===== config.mk =====
export PLATFORM = sky130hd
export DESIGN_NAME = sensor_uart_framer_flat
export DESIGN_NICKNAME = d
export VERILOG_FILES = /design/src/rtl/sensor_uart_framer_if.sv /design/src/rtl/sensor_uart_framer.sv /design/src/flat_wrapper.sv
export SDC_FILE = /design/constraint.sdc
export NUM_CORES = 1
export LEC_CHECK = 0
export ABC_AREA = 1
export ABC_CLOCK_PERIOD_IN_PS = 9500
export BUFFER_PORTS_ARGS = -buffer_cell sky130_fd_sc_hd__buf_2
export CORE_MARGIN = 3
export CORE_UTILIZATION = 46
export CTS_CLUSTER_SIZE = 12
export DETAILED_ROUTE_END_ITERATION = 7
export GPL_ROUTABILITY_DRIVEN = 0
export PLACE_DENSITY = 0.71
export SLEW_MARGIN = 15
export SYNTH_ARGS = -nofsm -noshare
export SYNTH_HDL_FRONTEND = slang
export SYNTH_SLANG_ARGS = --single-unit

===== constraint.sdc =====
create_clock -name clk -period 9.5 [get_ports clk]
set_input_delay 0.95 -clock clk [delete_from_list [all_inputs] [get_ports clk]]
set_output_delay 0.95 -clock clk [all_outputs]
set_load 0.02 [all_outputs]

===== src/rtl/sensor_uart_framer_if.sv =====
// Sample-in / serial-out bundle of the sensor UART framer.
// The master drives samples and watches the link status; the framer is the slave.
interface sensor_uart_framer_if;
    logic [35:0] temp_data;
    logic        temp_data_de;
    logic        uart_tx;
    logic        busy;
    logic        frame_done;
    logic [7:0]  overflow_cnt;

    modport master (
        output temp_data, temp_data_de,
        input  uart_tx, busy, frame_done, overflow_cnt
    );

    modport slave (
        input  temp_data, temp_data_de,
        output uart_tx, busy, frame_done, overflow_cnt
    );
endinterface


===== src/rtl/sensor_uart_framer.sv =====
// Buffers 36-bit sensor samples in a small FIFO and sends each one as a
// 7-byte 8N1 UART frame: header, five payload bytes, additive checksum.
module sensor_uart_framer #(
    parameter int unsigned CLK_FREQ   = 50000000,
    parameter int unsigned BAUD       = 115200,
    parameter int unsigned FIFO_DEPTH = 4,
    parameter logic [7:0]  HEADER     = 8'hA5
) (
    input  logic                 clk,
    input  logic                 rst_n,
    sensor_uart_framer_if.slave  bus
);
    localparam int unsigned BAUD_DIV = CLK_FREQ / BAUD;
    localparam int unsigned CNT_W    = (BAUD_DIV > 1) ? $clog2(BAUD_DIV) : 1;
    localparam int unsigned AW       = $clog2(FIFO_DEPTH);

    localparam logic [CNT_W-1:0] BIT_LAST   = CNT_W'(BAUD_DIV - 1);
    localparam logic [CNT_W-1:0] CNT_ZERO   = {CNT_W{1'b0}};
    localparam logic [AW:0]      FIFO_FULL  = (AW+1)'(FIFO_DEPTH);
    localparam logic [AW:0]      FIFO_EMPTY = {(AW+1){1'b0}};

    typedef enum logic [2:0] {
        ST_IDLE  = 3'd0,
        ST_LOAD  = 3'd1,
        ST_START = 3'd2,
        ST_DATA  = 3'd3,
        ST_STOP  = 3'd4,
        ST_DONE  = 3'd5
    } state_e;

    // Checksum covers the five payload bytes only; the header is excluded.
    function automatic logic [7:0] frame_checksum(input logic [35:0] d);
        logic [7:0] sum;
        sum = {4'h0, d[35:32]} + d[31:24] + d[23:16] + d[15:8] + d[7:0];
        return sum;
    endfunction

    state_e          state_q, state_d;
    logic [35:0]     fifo_mem_q [FIFO_DEPTH];
    logic [AW-1:0]   wr_ptr_q, wr_ptr_d;
    logic [AW-1:0]   rd_ptr_q, rd_ptr_d;
    logic [AW:0]     count_q, count_d;
    logic [35:0]     head_q, head_d;
    logic [7:0]      frame_q [7];
    logic [7:0]      frame_d [7];
    logic [7:0]      shift_q, shift_d;
    logic [2:0]      byte_idx_q, byte_idx_d;
    logic [2:0]      bit_idx_q, bit_idx_d;
    logic [CNT_W-1:0] baud_cnt_q, baud_cnt_d;
    logic            tx_q, tx_d;
    logic            busy_q, busy_d;
    logic            done_q, done_d;
    logic [7:0]      ovf_q, ovf_d;
    logic            pop_s, push_s, drop_s, bit_end_s;

    // FIFO bookkeeping and overflow counting.
    always_comb begin
        pop_s  = (state_q == ST_IDLE) && (count_q != FIFO_EMPTY);
        push_s = bus.temp_data_de && ((count_q != FIFO_FULL) || pop_s);
        drop_s = bus.temp_data_de && !push_s;

        wr_ptr_d = push_s ? (wr_ptr_q + 1'b1) : wr_ptr_q;
        rd_ptr_d = pop_s  ? (rd_ptr_q + 1'b1) : rd_ptr_q;
        head_d   = pop_s  ? fifo_mem_q[rd_ptr_q] : head_q;

        case ({push_s, pop_s})
            2'b10:   count_d = count_q + 1'b1;
            2'b01:   count_d = count_q - 1'b1;
            default: count_d = count_q;
        endcase

        if (drop_s && (ovf_q != 8'hFF)) begin
            ovf_d = ovf_q + 8'd1;
        end else begin
            ovf_d = ovf_q;
        end
    end

    // Frame FSM; tx_d is the line level for the cycle after the edge.
    always_comb begin
        state_d    = state_q;
        frame_d    = frame_q;
        shift_d    = shift_q;
        byte_idx_d = byte_idx_q;
        bit_idx_d  = bit_idx_q;
        baud_cnt_d = baud_cnt_q;
        tx_d       = tx_q;
        bit_end_s  = (baud_cnt_q == BIT_LAST);

        case (state_q)
            ST_IDLE: begin
                tx_d = 1'b1;
                if (pop_s) begin
                    state_d = ST_LOAD;
                end else begin
                    state_d = ST_IDLE;
                end
            end
            ST_LOAD: begin
                frame_d[0] = HEADER;
                frame_d[1] = {4'h0, head_q[35:32]};
                frame_d[2] = head_q[31:24];
                frame_d[3] = head_q[23:16];
                frame_d[4] = head_q[15:8];
                frame_d[5] = head_q[7:0];
                frame_d[6] = frame_checksum(head_q);
                byte_idx_d = 3'd0;
                bit_idx_d  = 3'd0;
                baud_cnt_d = CNT_ZERO;
                tx_d       = 1'b0;
                state_d    = ST_START;
            end
            ST_START: begin
                if (bit_end_s) begin
                    baud_cnt_d = CNT_ZERO;
                    bit_idx_d  = 3'd0;
                    tx_d       = frame_q[byte_idx_q][0];
                    shift_d    = {1'b0, frame_q[byte_idx_q][7:1]};
                    state_d    = ST_DATA;
                end else begin
                    baud_cnt_d = baud_cnt_q + 1'b1;
                end
            end
            ST_DATA: begin
                if (bit_end_s) begin
                    baud_cnt_d = CNT_ZERO;
                    if (bit_idx_q == 3'd7) begin
                        tx_d    = 1'b1;
                        state_d = ST_STOP;
                    end else begin
                        bit_idx_d = bit_idx_q + 3'd1;
                        tx_d      = shift_q[0];
                        shift_d   = {1'b0, shift_q[7:1]};
                    end
                end else begin
                    baud_cnt_d = baud_cnt_q + 1'b1;
                end
            end
            ST_STOP: begin
                if (bit_end_s) begin
                    baud_cnt_d = CNT_ZERO;
                    if (byte_idx_q != 3'd6) begin
                        byte_idx_d = byte_idx_q + 3'd1;
                        tx_d       = 1'b0;
                        state_d    = ST_START;
                    end else begin
                        tx_d    = 1'b1;
                        state_d = ST_DONE;
                    end
                end else begin
                    baud_cnt_d = baud_cnt_q + 1'b1;
                end
            end
            ST_DONE: begin
                tx_d    = 1'b1;
                state_d = ST_IDLE;
            end
            default: begin
                tx_d    = 1'b1;
                state_d = ST_IDLE;
            end
        endcase

        busy_d = (state_d != ST_IDLE);
        done_d = (state_d == ST_DONE);
    end

    // Sample storage; contents need no reset because count gates every read.
    always_ff @(posedge clk) begin
        if (push_s) begin
            fifo_mem_q[wr_ptr_q] <= bus.temp_data;
        end
    end

    // State registers; the line goes high at once on reset, abandoning any frame.
    always_ff @(posedge clk or negedge rst_n) begin
        if (!rst_n) begin
            state_q    <= ST_IDLE;
            wr_ptr_q   <= {AW{1'b0}};
            rd_ptr_q   <= {AW{1'b0}};
            count_q    <= FIFO_EMPTY;
            head_q     <= 36'h0;
            for (int i = 0; i < 7; i++) begin
                frame_q[i] <= 8'h00;
            end
            shift_q    <= 8'h00;
            byte_idx_q <= 3'd0;
            bit_idx_q  <= 3'd0;
            baud_cnt_q <= CNT_ZERO;
            tx_q       <= 1'b1;
            busy_q     <= 1'b0;
            done_q     <= 1'b0;
            ovf_q      <= 8'h00;
        end else begin
            state_q    <= state_d;
            wr_ptr_q   <= wr_ptr_d;
            rd_ptr_q   <= rd_ptr_d;
            count_q    <= count_d;
            head_q     <= head_d;
            frame_q    <= frame_d;
            shift_q    <= shift_d;
            byte_idx_q <= byte_idx_d;
            bit_idx_q  <= bit_idx_d;
            baud_cnt_q <= baud_cnt_d;
            tx_q       <= tx_d;
            busy_q     <= busy_d;
            done_q     <= done_d;
            ovf_q      <= ovf_d;
        end
    end

    assign bus.uart_tx      = tx_q;
    assign bus.busy         = busy_q;
    assign bus.frame_done   = done_q;
    assign bus.overflow_cnt = ovf_q;
endmodule


===== src/flat_wrapper.sv =====
// flat-port wrapper written by rule: the top's interface ports become plain ports
module sensor_uart_framer_flat 
#(
    parameter int unsigned CLK_FREQ   = 50000000,
    parameter int unsigned BAUD       = 115200,
    parameter int unsigned FIFO_DEPTH = 4,
    parameter logic [7:0]  HEADER     = 8'hA5
)
  (clk, rst_n, bus_temp_data, bus_temp_data_de, bus_uart_tx, bus_busy, bus_frame_done, bus_overflow_cnt);
  sensor_uart_framer_if bus_i ();
  input  logic clk;
  input  logic rst_n;
  input wire logic [$bits(bus_i.temp_data)-1:0] bus_temp_data;
  input wire logic [$bits(bus_i.temp_data_de)-1:0] bus_temp_data_de;
  output wire logic [$bits(bus_i.uart_tx)-1:0] bus_uart_tx;
  output wire logic [$bits(bus_i.busy)-1:0] bus_busy;
  output wire logic [$bits(bus_i.frame_done)-1:0] bus_frame_done;
  output wire logic [$bits(bus_i.overflow_cnt)-1:0] bus_overflow_cnt;
  assign bus_i.temp_data = bus_temp_data;
  assign bus_i.temp_data_de = bus_temp_data_de;
  assign bus_uart_tx = bus_i.uart_tx;
  assign bus_busy = bus_i.busy;
  assign bus_frame_done = bus_i.frame_done;
  assign bus_overflow_cnt = bus_i.overflow_cnt;
  sensor_uart_framer #(.CLK_FREQ(CLK_FREQ), .BAUD(BAUD), .FIFO_DEPTH(FIFO_DEPTH), .HEADER(HEADER)) u_core (.clk(clk), .rst_n(rst_n), .bus(bus_i));
endmodule

# Yosys cells after proc, flatten, opt, wreduce, memory -nomap -nowiden
# Memories as Yosys holds them, arrays and structs flattened. A register that Yosys moved wholly into a read port is not among the register bits.
# Index checks and enable logic that the tools add are counted.
op_classes:
  addsub: 12
  n_lt_le_gt_ge: 1
  n_eq_ne: 17
  mux: 32
  bitwise: 1
  reduce_logical: 20
ops:
  columns: ["operator", "n"]
  rows:
  - ["8-bit 2-to-1 mux", 5]
  - ["3-bit 2-to-1 mux", 10]
  - ["8-bit adder", 3]
  - ["8-bit binary-select mux with 3-bit select", 1]
  - ["9-bit case mux with 2 select lines", 1]
  - ["8-bit case mux with 2 select lines", 1]
  - ["3-bit case mux with 5 select lines", 1]
  - ["3-bit case mux with 2 select lines", 2]
  - ["3-bit by 1-bit adder with 3-bit output, second input constant", 3]
  - ["9-bit by 1-bit adder with 9-bit output, second input constant", 1]
  - ["3-bit equality test, second input constant", 3]
  - ["9-bit equality test, second input constant", 1]
  - ["9-bit 2-to-1 mux", 1]
  - ["3-bit case mux with 3 select lines", 1]
  - ["3-bit nonzero test", 3]
  - ["4-bit by 8-bit adder with 8-bit output", 1]
  - ["8-bit by 1-bit adder with 8-bit output, second input constant", 1]
  - ["1-bit 2-to-1 mux", 8]
  - ["2-bit by 1-bit != test with 1-bit output, second input constant", 4]
  - ["8-bit != test, second input constant", 1]
  - ["4-bit AND reduction", 2]
  - ["2-bit nonzero test", 4]
  - ["3-bit by 2-bit equality test with 1-bit output, second input constant", 2]
  - ["3-bit != test, second input constant", 2]
  - ["15 further kinds", 21]
totals:
  regBits: 89
  ram_bits: 144
  in_bits: 39
  out_inout_bits: 11
  wordCells: 103
  n_memories: 1
memory_table:
  columns: ["name", "words", "width", "read_ports", "rd_clocked_by_memory_dff", "wr", "line", "text"]
  rows:
  - ["u_core.fifo_mem_q", 4, 36, 1, 1, 1, "sensor_uart_framer.sv:39", "logic [35:0] fifo_mem_q [FIFO_DEPTH];"]

# Logic depth before layout (Yosys ltp)
# Gate-level depths: netlist of the first run.
depth:
  ltp_word: 7
  ltp_mapped: 16

# Worst setup path after synthesis of the first run
# Ideal clock, no wire load.
synth_timing:
  path_kind: "in2reg"
  start: "input bus_temp_data_de"
  end: "memory u_core.fifo_mem_q[0][0], enable pin"
  setup_ns: 0.429
  t_arrival_ns: 2.627
  t_required_ns: 9.071
  slack_ns: 6.443
  path_stages: 2
  path_buffers: 0
  path_cell_list: "nand2_1 nor2_1"
synth_between:
  elab_chain_len: 3
synth_lines:
  columns: ["item", "line", "text"]
  rows:
  - ["from (decl)", "flat_wrapper.sv:14", "input wire logic [$bits(bus_i.temp_data_de)-1:0] bus_temp_data_de;"]
  - ["1-bit logical AND", "sensor_uart_framer.sv:59", "push_s = bus.temp_data_de && ((count_q != FIFO_FULL) || pop_s);"]
  - ["1-bit 2-to-1 mux", "sensor_uart_framer.sv:170", "if (push_s) begin"]
  - ["1-bit 2-to-1 mux (not written as such)", "sensor_uart_framer.sv:171", "fifo_mem_q[wr_ptr_q] <= bus.temp_data;"]
  - ["to (decl)", "sensor_uart_framer.sv:39", null]
# Every way passes these cells.

# Worst setup path after layout of the first run
layout_timing:
  start: "register u_core.head_q[3] (read register of u_core.fifo_mem_q)"
  end: "register u_core.frame_q[4] (netlist bit)"
layout_between:
  elab_chain_len: 1
layout_lines:
  columns: ["item", "line", "text"]
  rows:
  - ["from (decl)", "sensor_uart_framer.sv:43", "logic [35:0] head_q, head_d;"]
  - ["8-bit adder", "sensor_uart_framer.sv:34", "sum = {4'h0, d[35:32]} + d[31:24] + d[23:16] + d[15:8] + d[7:0];"]
  - ["to (signal assigned)", "sensor_uart_framer.sv:200", "frame_q <= frame_d;"]
  - ["to (decl)", "sensor_uart_framer.sv:44", "logic [7:0] frame_q [7];"]
# Every way passes these cells.
# A chain may end at the register's enable or synchronous reset.

==> results.py, run 1 <==
metrics = {
    "min_path": {
        "hold_class": "register to register",
    },
    "worst_setup_path": {
        "timing_worst_setup_path_type": "register to register",
        "crit_path_frequent_cell": "inv_1",
        "worst_setup_path_end_kind": "register",
        "crit_family": "adder cells",
        "crit_slowest_cell": "fa_1",
        "critical_path_maximum_fanout": 6,
        "cp.arrival_ns": 3.62,
        "timing.critical_path.cells": "inv_1, fa_1, inv_1, fa_1, inv_1, fa_1, inv_1, ha_1, nand2_1, nand2_1, a31oi_1, xor2_1, o21ai_0",
        "critPathBufInv": 4,
        "required_ns": 9.89,
        "timing.critical_path.slowest_cell_delay_ns": 0.53,
        "start_kind": "register",
    },
    "route": {
        "dr.pass1.iters": 5,
        "drt-initial-drc-count": 581,
        "dr_total_vias": 7909,
        "detail_route.vias_per_cell": 5.18,
        "route.antenna.remaining_nets": 0,
        "drt_drc_violations_left": 0,
        "route.final.wire_length_um": 23600,
        "avgRoutedWirePerCell_um": 15.4,
    },
    "sta": {
        "worst_pin_slew_ns": 0.897,
        "max_frequency_mhz": 310,
        "timing.clock.skew_ns": 0.0112,
        "final_min_period_over_clock_period_pct": 34.0,
        "rsz0062_at_grt": "no",
        "totalNegativeSetupSlack_ns": 0,
        "final_hold_viol_count": 0,
        "layout_min_cycle_time_ns": 3.23,
        "setup_viol": 0,
        "slew_limit_headroom_pct": 40.0,
        "finalMaxSlewViolations": 0,
    },
    "cts": {
        "clk-insertion-delay-late_ns": 0.55,
        "clock_tree_from_tritoncts": "yes",
        "clock-root-buffer": "clkbuf_16",
        "post_cts.resized_instances": 0,
        "cts.clk_slew.worst_paths_ns": 0.06,
        "cts_num_sinks": 268,
        "cts-hold-fix-buffers": 0,
        "postCtsSetupBuffers": 0,
        "h_tree_depth": 1,
        "number_of_cts_inserted_buffers": 29,
        "ctsLongestPathBuffers": 3,
    },
    "power": {
        "p_int_w": 0.00209,
        "power_density_nw_per_um2": 206,
        "share_comb_of_total_power_pct": 8.8,
        "switchingPower_w": 0.000651,
        "power.switching_fraction_pct": 23.7,
        "power.ir.vdd_worst_mv": 0.174,
        "pwr-share-seq_pct": 51.7,
        "power.clock.fraction_pct": 39.5,
        "power.static_leakage_nw": 5.65,
    },
    "die": {
        "initial_core_util_pct": 47.0,
        "dieWidth_um": 167,
        "number_of_core_rows": 58,
        "die_area_um2": 27800,
        "die_height_um": 167,
        "fp.coreArea_um2": 25300,
        "io-pin-count": 50,
    },
    "yosys": {
        "netlist.top_cell.by_area": "edfxtp_1",
        "synth-seq-cells": 268,
        "dominantRegCellSynth": "edfxtp_1",
        "yosys.cell_count.top_type": "nand2_1",
        "synthesis.instances": 1131,
        "synth_edf_count": 144,
        "synth_area_leaders": "edfxtp_1 36%, dfrtp_1 26%, nand2_1 6.8%, o21ai_0 5.6%, nor2_1 5.2%",
        "syn_nets": 1210,
        "netlist.area_leader.share_pct": 36.4,
        "async_flop_share_pct": 46.3,
        "seq_area_frac_synth_pct": 62.6,
        "yosysWarnings": 0,
        "synth_commonest_cells": "215 x nand2_1, 165 x nor2_1, 144 x edfxtp_1",
        "post_synth.cell_area_avg_um2": 10.5,
        "post_synth_num_cell_types": 41,
        "mappedNetlistArea_um2": 11900,
    },
    "global_routing": {
        "grt_pass1_wl_um": 39100,
        "antenna_violations_before_repair": 0,
        "grt_pass1_vias": 7659,
        "grt_max_degree": 87,
        "grt_usage_pct": 17.0,
        "global_route.overflow_total": 0,
    },
    "layout": {
        "finish.net_count": 1253,
        "multiInputGateArea_um2": 3810,
        "finalInstanceArea_um2": 13400,
        "layout-area-overhead-vs-synth_pct": 12.5,
        "finish.utilization_pct": 52.9,
        "antennaDiodeCount": 0,
        "layout.area.seq_um2": 7430,
        "non_filler_instance_count_after_layout": 1527,
        "layout_cells_sized_above_1_pct": 11.0,
        "final.fill_count": 2210,
    },
    "placed_design": {
        "hpwl_um": 15000,
        "post_place_cells": 1473,
        "placement.io_buffers": 49,
        "postPlaceCellArea_um2": 12400,
    },
    "run": {
        "max_cap_viols": 0,
    },
    "run_status": {
        "run_status": "completed",
    },
}
layout by cell type (no fill, tap or decap), types with 6 or more instances in the layout:
master,n
buf_2,48
o21ai_1,11
nand2_1,214
inv_1,109
o32ai_1,36
clkbuf_8,6
edfxtp_1,144
nor2_1,161
dfrtp_1,121
nand3_1,23
clkbuf_16,29
clkbuf_1,12
xnor2_1,6
fa_1,18
ha_1,22
o21ai_0,132
nand4_1,12
a21oi_1,15
xor2_1,13
buf_4,11
inv_2,8
layer usage:
metal / share of wire [%] / GRT usage [%] / vias to the layer above
met1: 44 / 23.2 / 3833
met4: 2.0 / 3.87 / 0
met5: 0 / 0 / -
li1: - / - / 3877
met3: 4.7 / 2.73 / 46
met2: 49 / 29.1 / 153
power groups by stage:
stage                     Combinational [W]  Clock [W]  Sequential (W)
after floorplan                    0.000141          0         0.00145
after global placement             0.000243          0         0.00144
after detailed placement           0.000248          0         0.00144
after CTS                          0.000251    0.00111         0.00142
after global routing               0.000276    0.00116         0.00143
final                              0.000242    0.00108         0.00142
through the flow:
step / power, W / worst slack (ns) / hold slack [ns]
floorplan: 0.00159 / 6.44 / 0.442
global placement: 0.00168 / 6.35 / 0.460
detailed placement: 0.00169 / 6.27 / 0.461
CTS: 0.00278 / 6.26 / 0.475
global route: 0.00286 / 6.09 / 0.500
finish: 0.00275 / 6.27 / 0.471
logic make-up after synthesis:
kind of cell	count (synthesis)	synth area share (%)
AND/OR/NAND/NOR	433	15.0
flip-flops	268	62.6
AO/OA/AOI/OAI	205	10.0
buffers and inverters	165	5.61
adder cells (fa/ha/maj)	40	5.35
XOR/XNOR	19	1.40
multiplexers	1	0.0843
path summary, 6_finish.rpt:
check                                                   start                              to  slack [ns]  cells after the start
worst max-delay path             u_core.head_q[3]$_DFFE_PN0P_   u_core.frame_q[4]$_DFFE_PN0P_        6.27                     13
worst min-delay path            u_core.count_q[0]$_DFFE_PN0P_   u_core.count_q[0]$_DFFE_PN0P_        0.47                      1
worst max register to register   u_core.head_q[3]$_DFFE_PN0P_   u_core.frame_q[4]$_DFFE_PN0P_        6.27                     13
worst min register to register  u_core.count_q[0]$_DFFE_PN0P_   u_core.count_q[0]$_DFFE_PN0P_        0.47                      1
max in group asynchronous                               rst_n  u_core.rd_ptr_q[0]$_DFFE_PN0P_        7.69                      2
min in group asynchronous                               rst_n   u_core.shift_q[0]$_DFFE_PN0P_        0.48                      1
flip-flops by register name, indices dropped and copies added, names as in the netlist, 2 cells and up:
register and flops:
u_core.state_q 3, u_core.baud_cnt_q 9, u_core.frame_q 45, u_core.byte_idx_q 3, u_core.wr_ptr_q 2, u_core.count_q 3, u_core.shift_q 7, u_core.rd_ptr_q 2
u_core.bit_idx_q 3, u_core.bus.overflow_cnt 8, u_core.fifo_mem_q 144, u_core.head_q 36
cell type report:
cell class,count,share of cell area (%)
well taps,330,3.09
inverters,118,3.35
multi-input cells,698,28.5
clock buffers,47,6.39
clock inverters,7,0.609
flip-flops and latches,268,55.6
repair buffers,59,2.42
Power figures use the tool's default switching activity.
==> run 2: changes to the inputs <==
Settings changed: ABC_AREA 1 to 0, ABC_CLOCK_PERIOD_IN_PS 9500 to 2600, PLACE_DENSITY 0.71 to 0.74.
Clock period 9.5 ns to 2.6 ns, I/O delays scaled along.
==> run 2 against run 1 <==
Against the previous run:
- the run now ends with negative setup slack left
- cell count fell by 14%
- via count down 13%
- combinational power grew to 38 times the previous value
- register-to-register slack worse by 7.0 ns
- worst setup slack got worse by 7.0 ns
- critical path depth stayed put
- routed wire length decreased by 2.9%
- clock skew up 0.031 ns
- core utilization is 3.8 points higher
- critical path type unchanged
- largest power group is now combinational cells
==> results.py, run 2 <==
metrics = {
    "sta": {
        "totalNegativeSetupSlack_ns": -3.37,
        "worst_slack_ns": -0.696,
        "final_hold_viol_count": 0,
        "final_min_period_over_clock_period_pct": 127,
        "finalMaxSlewViolations": 0,
        "timing.clock.skew_ns": 0.0420,
        "holdWs_ns": 0.193,
        "worst_pin_slew_ns": 0.878,
        "max_frequency_mhz": 303,
        "rsz0062_at_grt": "yes",
        "setup_viol": 6,
        "slew_limit_headroom_pct": 41.5,
        "layout_min_cycle_time_ns": 3.30,
    },
    "run_status": {
        "run_status": "finished with violations",
        "violations": "negative setup slack",
    },
    "power": {
        "p_total_w": 0.0193,
        "power.ir.vdd_worst_mv": 1.48,
        "power.static_leakage_nw": 5.58,
        "power_density_nw_per_um2": 1390,
    },
    "yosys": {
        "yosys.cell_count.top_type": "nand2_1",
        "seq_area_frac_synth_pct": 64.4,
        "post_synth.cell_area_avg_um2": 13.8,
        "synthesis.instances": 833,
        "synth_commonest_cells": "150 x nand2_1, 144 x edfxtp_1, 123 x dfrtp_1",
        "post_synth_num_cell_types": 57,
        "synth_simple_gate_area_share_pct": 8.85,
        "netlist.area_leader.share_pct": 37.5,
        "synth_top_family_by_area": "multiplexers",
        "mappedNetlistArea_um2": 11500,
        "synth-seq-cells": 268,
        "async_flop_share_pct": 46.3,
        "syn_nets": 912,
        "yosysWarnings": 0,
        "synthAdderAreaFrac_pct": 5.51,
        "synth_edf_count": 144,
        "synth_xor_xnor_area_share_pct": 1.74,
        "synth_compound_gate_area_share_pct": 6.21,
        "dominantRegCellSynth": "edfxtp_1",
        "synth_area_leaders": "edfxtp_1 37%, dfrtp_1 27%, mux4_2 7.4%, nand2_1 4.9%, o21ai_0 3.2%",
        "synth.mux.area_fraction_pct": 10.2,
        "netlist.top_cell.by_area": "edfxtp_1",
    },
    "worst_setup_path": {
        "worst_setup_path_end_kind": "register",
        "required_ns": 3.01,
        "critical_r2r_capture": "u_core.frame_q[6]$_DFFE_PN0P_",
        "crit_family": "adder cells",
        "r2r.worst_path.cells": 13,
        "critPathBufInv": 4,
        "timing.critical_path.slowest_cell_delay_ns": 0.54,
        "crit_path_frequent_cell": "fa_1",
        "r2r_setup_slack_ns": -0.70,
        "timing_worst_setup_path_type": "register to register",
        "crit_path_start": "u_core.head_q[2]$_DFFE_PN0P_",
        "crit-reg2reg-launch": "u_core.head_q[2]$_DFFE_PN0P_",
        "cp.arrival_ns": 3.71,
        "crit_slowest_cell": "fa_1",
        "timing.critical_path.cells": "inv_2, fa_1, inv_1, fa_1, inv_1, fa_1, inv_2, ha_1, a21o_1, a21o_1, a21oi_2, nor4b_2, a211o_1",
        "critical_path_maximum_fanout": 2,
        "start_kind": "register",
    },
    "route": {
        "route.final.wire_length_um": 22900,
        "dr_total_vias": 6855,
        "drt-initial-drc-count": 404,
        "avgRoutedWirePerCell_um": 17.4,
        "dr.pass1.iters": 6,
        "drt_drc_violations_left": 0,
        "route.antenna.remaining_nets": 0,
        "detail_route.vias_per_cell": 5.22,
    },
    "layout": {
        "regMostFlops": "u_core.fifo_mem_q",
        "finish.net_count": 1048,
        "final.fill_count": 1859,
        "max_reg_flops": 144,
        "finish.utilization_pct": 56.7,
        "mostFrequentLayoutCells": "149 x nand2_1, 144 x edfxtp_1, 122 x dfrtp_1",
        "layout.cells.most_common": "nand2_1",
        "layout-area-overhead-vs-synth_pct": 20.2,
        "antennaDiodeCount": 0,
        "layout_cells_sized_above_1_pct": 23.0,
        "largestRegisters": "u_core.fifo_mem_q x144, u_core.frame_q x45, u_core.head_q x36",
    },
    "min_path": {
        "whs_path_depth": 4,
        "hold_class": "primary input to register",
        "min_from": "bus_temp_data_de",
        "min_delay_worst_endpoint": "u_core.count_q[2]$_DFFE_PN0P_",
    },
    "global_routing": {
        "globalRoute.busiestLayer": "met2",
        "globalRouteMet3Util_pct": 2.82,
        "antenna_violations_before_repair": 0,
        "grt_pass1_wl_um": 37300,
        "met2_grt_util_pct": 29.1,
        "gr-usage-met1_pct": 24.4,
        "grt_pass1_vias": 7050,
        "grt_usage_pct": 17.6,
        "global_route.overflow_total": 0,
        "grt_max_degree": 58,
    },
    "die": {
        "number_of_core_rows": 57,
        "initial_core_util_pct": 47.1,
        "die_area_um2": 27000,
        "die_height_um": 164,
        "fp.coreArea_um2": 24500,
        "io-pin-count": 50,
        "dieWidth_um": 164,
    },
    "placed_design": {
        "placement.io_buffers": 49,
        "hpwl_um": 15000,
        "pre_cts_ws_ns": -0.675,
    },
    "cts": {
        "h_tree_depth": 1,
        "cts_num_sinks": 268,
        "clk-insertion-delay-late_ns": 0.57,
        "number_of_cts_inserted_buffers": 28,
        "ctsLongestPathBuffers": 3,
        "clock_tree_from_tritoncts": "yes",
        "clock-root-buffer": "clkbuf_16",
        "cts.clk_slew.worst_paths_ns": 0.06,
    },
    "run": {
        "max_cap_viols": 0,
    },
}
## run 2: routing by layer
metal / vias to the layer above / part of all wire [%] / routed length (µm)
li1: 3246 / - / -
met1: 3413 / 44 / 10000
met2: 154 / 49 / 11300
met3: 42 / 4.6 / 1060
met4: 0 / 2.4 / 547
met5: - / 0 / 0
## run 2: layout make-up
class	count	area [µm²]	area share, %
Clock inverter	5	52.6	0.379
Timing Repair Buffer	146	1160	8.37
Sequential cell	268	7430	53.6
Clock buffer	46	820	5.91
Tap cell	324	405	2.92
Inverter	47	176	1.27
Multi-Input combinational cell	478	3820	27.5
## run 2: worst max path at each step
stage / cells after the start / slack (ns) / end
floorplan: 12 / -0.57 / u_core.frame_q[7]$_DFFE_PN0P_
global placement: 12 / -0.64 / u_core.frame_q[7]$_DFFE_PN0P_
detailed placement: 13 / -0.67 / u_core.frame_q[7]$_DFFE_PN0P_
CTS: 13 / -0.71 / u_core.frame_q[7]$_DFFE_PN0P_
global route: 13 / -0.81 / u_core.frame_q[7]$_DFFE_PN0P_
finish: 13 / -0.70 / u_core.frame_q[6]$_DFFE_PN0P_
## run 2: timing repair
action                     CTS  global route
cloned                       0             0
resized for setup            0             6
buffers inserted             1             1
hold endpoints to repair   184             0
pin swaps                    1             2
setup endpoints to repair    6             6
hold buffers                37             0
## run 2: tightest hold or removal path: cells and delay by family
family                    cells  cell delay, ns
xor gates and xnor gates      1            0.05
buffers and inverters         1            0.10
muxes                         1            0.15
and+or+nand+nor               1            0.13
## run 2: cell families after synthesis
group	Yosys count
buf+inv	87
simple gates	229
fa+ha+maj	40
xor+xnor	22
compound gates	120
flops	268
mux	67
## run 2: power breakdown
part	total, W	internal [W]	switching (W)
logic	0.00912	0.00472	0.00440
clock network	0.00373	0.00216	0.00158
registers	0.00645	0.00574	0.000703
total	0.0193	0.0126	0.00668
## run 2: metrics by stage
step / instance area, µm² / instances
after floorplan: 11600 / 833
after global placement: 12600 / 1224
after detailed placement: 12600 / 1224
after CTS: 13800 / 1313
after global routing: 13900 / 1314
final: 13900 / 1314
==> run 3: changes to the inputs <==
Settings changed: CELL_PAD_IN_SITES_DETAIL_PLACEMENT set to 1, CELL_PAD_IN_SITES_GLOBAL_PLACEMENT set to 1, PLACE_DENSITY 0.74 to 0.84.
==> run 3 against run 2 <==
Against the previous run:
- the flow still finishes with violations (negative setup slack)
- combinational power grew 24%
- routed wire length is 26% higher
- critical endpoint is now u_core.frame_q[7]$_DFFE_PN0P_
- worst setup slack got worse by 0.25 ns
- sequential cell count did not move
- sequential share of layout area down 0.37 points
- global-route usage grew 4.2 points
- fmax shrank 6.9%
- power grew 12%
- largest cell class unchanged
- cell area up 0.70%
- via count up 6.2%
- die area did not move
- core utilization up 0.40 points
==> results.py, run 3 (synthesis gave the netlist of run 2 again) <==
metrics = {
    "run_status": {
        "run_status": "finished with violations",
        "violations": "negative setup slack",
    },
    "cts": {
        "cts_num_sinks": 268,
        "ctsLongestPathBuffers": 3,
        "h_tree_depth": 1,
        "clock_tree_from_tritoncts": "yes",
        "clk-insertion-delay-late_ns": 0.54,
        "cts.clk_slew.worst_paths_ns": 0.06,
        "clock-root-buffer": "clkbuf_16",
        "number_of_cts_inserted_buffers": 29,
    },
    "layout": {
        "finish.utilization_pct": 57.1,
        "layout.cells.most_common": "nand2_1",
        "non_filler_instance_count_after_layout": 1321,
        "finish.net_count": 1055,
        "max_reg_flops": 144,
        "antennaDiodeCount": 0,
        "mostFrequentLayoutCells": "150 x nand2_1, 144 x edfxtp_1, 122 x dfrtp_1",
        "largestRegisters": "u_core.fifo_mem_q x144, u_core.frame_q x45, u_core.head_q x36",
        "layout-area-overhead-vs-synth_pct": 21.0,
        "layout_cells_sized_above_1_pct": 24.5,
        "final.fill_count": 2364,
        "regMostFlops": "u_core.fifo_mem_q",
    },
    "worst_setup_path": {
        "r2r_setup_slack_ns": -0.94,
        "critical_path_maximum_fanout": 2,
        "worst_setup_path_end_kind": "register",
        "timing.critical_path.cells": "inv_2, fa_1, inv_1, fa_1, inv_1, fa_1, inv_2, fa_2, a211oi_2, o21bai_1, a21oi_2, xnor2_1, o21ai_1",
        "timing_worst_setup_path_type": "register to register",
        "start_kind": "register",
        "timing.critical_path.slowest_cell_delay_ns": 0.56,
        "crit-reg2reg-launch": "u_core.head_q[2]$_DFFE_PN0P_",
        "required_ns": 2.99,
        "critical_r2r_capture": "u_core.frame_q[7]$_DFFE_PN0P_",
        "crit_path_frequent_cell": "fa_1",
        "r2r.worst_path.cells": 13,
        "crit_slowest_cell": "fa_1",
        "cp.arrival_ns": 3.93,
    },
    "sta": {
        "final_hold_viol_count": 0,
        "worst_pin_slew_ns": 0.919,
        "worst_slack_ns": -0.942,
        "final_min_period_over_clock_period_pct": 136,
        "timing.clock.skew_ns": 0.0195,
        "slew_limit_headroom_pct": 38.7,
        "finalMaxSlewViolations": 0,
        "holdWs_ns": 0.163,
        "setup_viol": 6,
        "max_frequency_mhz": 282,
        "layout_min_cycle_time_ns": 3.54,
        "rsz0062_at_grt": "yes",
    },
    "placed_design": {
        "placement.io_buffers": 49,
        "hpwl_um": 17200,
        "post_place_cells": 1225,
        "pre_cts_ws_ns": -0.763,
    },
    "route": {
        "avgRoutedWirePerCell_um": 21.9,
        "route.antenna.remaining_nets": 0,
        "detail_route.vias_per_cell": 5.51,
        "drt-initial-drc-count": 561,
        "drt_drc_violations_left": 0,
        "route.final.wire_length_um": 28900,
        "dr_total_vias": 7277,
        "dr.pass1.iters": 5,
    },
    "die": {
        "io-pin-count": 50,
        "dieWidth_um": 164,
        "die_area_um2": 27000,
        "number_of_core_rows": 57,
        "die_height_um": 164,
        "initial_core_util_pct": 47.1,
        "fp.coreArea_um2": 24500,
    },
    "run": {
        "max_cap_viols": 0,
    },
    "global_routing": {
        "grt_pass1_wl_um": 45500,
        "grt_usage_pct": 21.8,
        "antenna_violations_before_repair": 0,
        "grt_max_degree": 56,
        "grt_pass1_vias": 8140,
        "global_route.overflow_total": 0,
    },
    "power": {
        "power_density_nw_per_um2": 1540,
        "power.ir.vdd_worst_mv": 1.27,
        "power.static_leakage_nw": 5.63,
    },
    "min_path": {
        "hold_class": "primary input to asynchronous set/reset pin",
    },
}
## run 3: how the worst max path moves through the flow
stage	start	end	slack, ns	cells after the start
2_1_floorplan	u_core.head_q[17]$_DFFE_PN0P_	u_core.frame_q[7]$_DFFE_PN0P_	-0.57	12
3_3_place_gp	u_core.head_q[0]$_DFFE_PN0P_	u_core.frame_q[7]$_DFFE_PN0P_	-0.64	12
3_5_place_dp	u_core.head_q[0]$_DFFE_PN0P_	u_core.frame_q[7]$_DFFE_PN0P_	-0.76	12
4_1_cts	u_core.head_q[17]$_DFFE_PN0P_	u_core.frame_q[7]$_DFFE_PN0P_	-0.76	12
5_1_grt	u_core.head_q[2]$_DFFE_PN0P_	u_core.frame_q[7]$_DFFE_PN0P_	-1.05	13
6_report	u_core.head_q[2]$_DFFE_PN0P_	u_core.frame_q[7]$_DFFE_PN0P_	-0.94	13
## run 3: metrics by stage
step           total power (W)  setup TNS (ns)  cell area (µm²)
6_report                0.0216           -4.05            14000
5_1_grt                 0.0228           -4.66            14000
4_1_cts                 0.0201           -3.25            13900
3_5_place_dp            0.0155           -3.08            12600
3_3_place_gp            0.0148           -2.54            12600
2_1_floorplan           0.0121           -1.89            11600
## run 3: cell type report
class / instances / area [µm²] / share of cell area [%]
sequential: 268 / 7430 / 53.2
multi-input combinational: 478 / 3860 / 27.6
timing repair buffer: 152 / 1220 / 8.75
clock buffer: 43 / 818 / 5.86
tap: 324 / 405 / 2.90
inverter: 47 / 176 / 1.26
clock inverter: 9 / 50.0 / 0.359
## run 3: timing repair
item,in CTS,in global routing
endpoints found under the setup margin,6,6
pin swaps,6,8
hold endpoints to repair,241,0
hold buffers,37,0
setup buffers,3,4
resized for setup,4,10
## run 3: power breakdown
| part | switching, W | internal, W |
|---|---|---|
| Sequential | 0.000756 | 0.00575 |
| Clock | 0.00163 | 0.00217 |
| Combinational | 0.00571 | 0.00555 |
## run 3: critical path, delay by kind of cell (launching register included)
kind / cells / cell delay (ns)
buffers and inverters: 4 / 0.25
AO/OA/AOI/OAI: 4 / 0.67
XOR/XNOR: 1 / 0.16
adder cells (fa/ha/maj): 4 / 1.97
flip-flops: 1 / 0.35
## run 3: per-layer routing
layer | track usage [%] | vias up | routed length [µm]
met3 | 2.75 | 60 | 1040
met5 | 0 | - | 0
met4 | 6.38 | 0 | 882
li1 | - | 3259 | -
met1 | 27.4 | 3808 | 11500
met2 | 39.6 | 150 | 15500
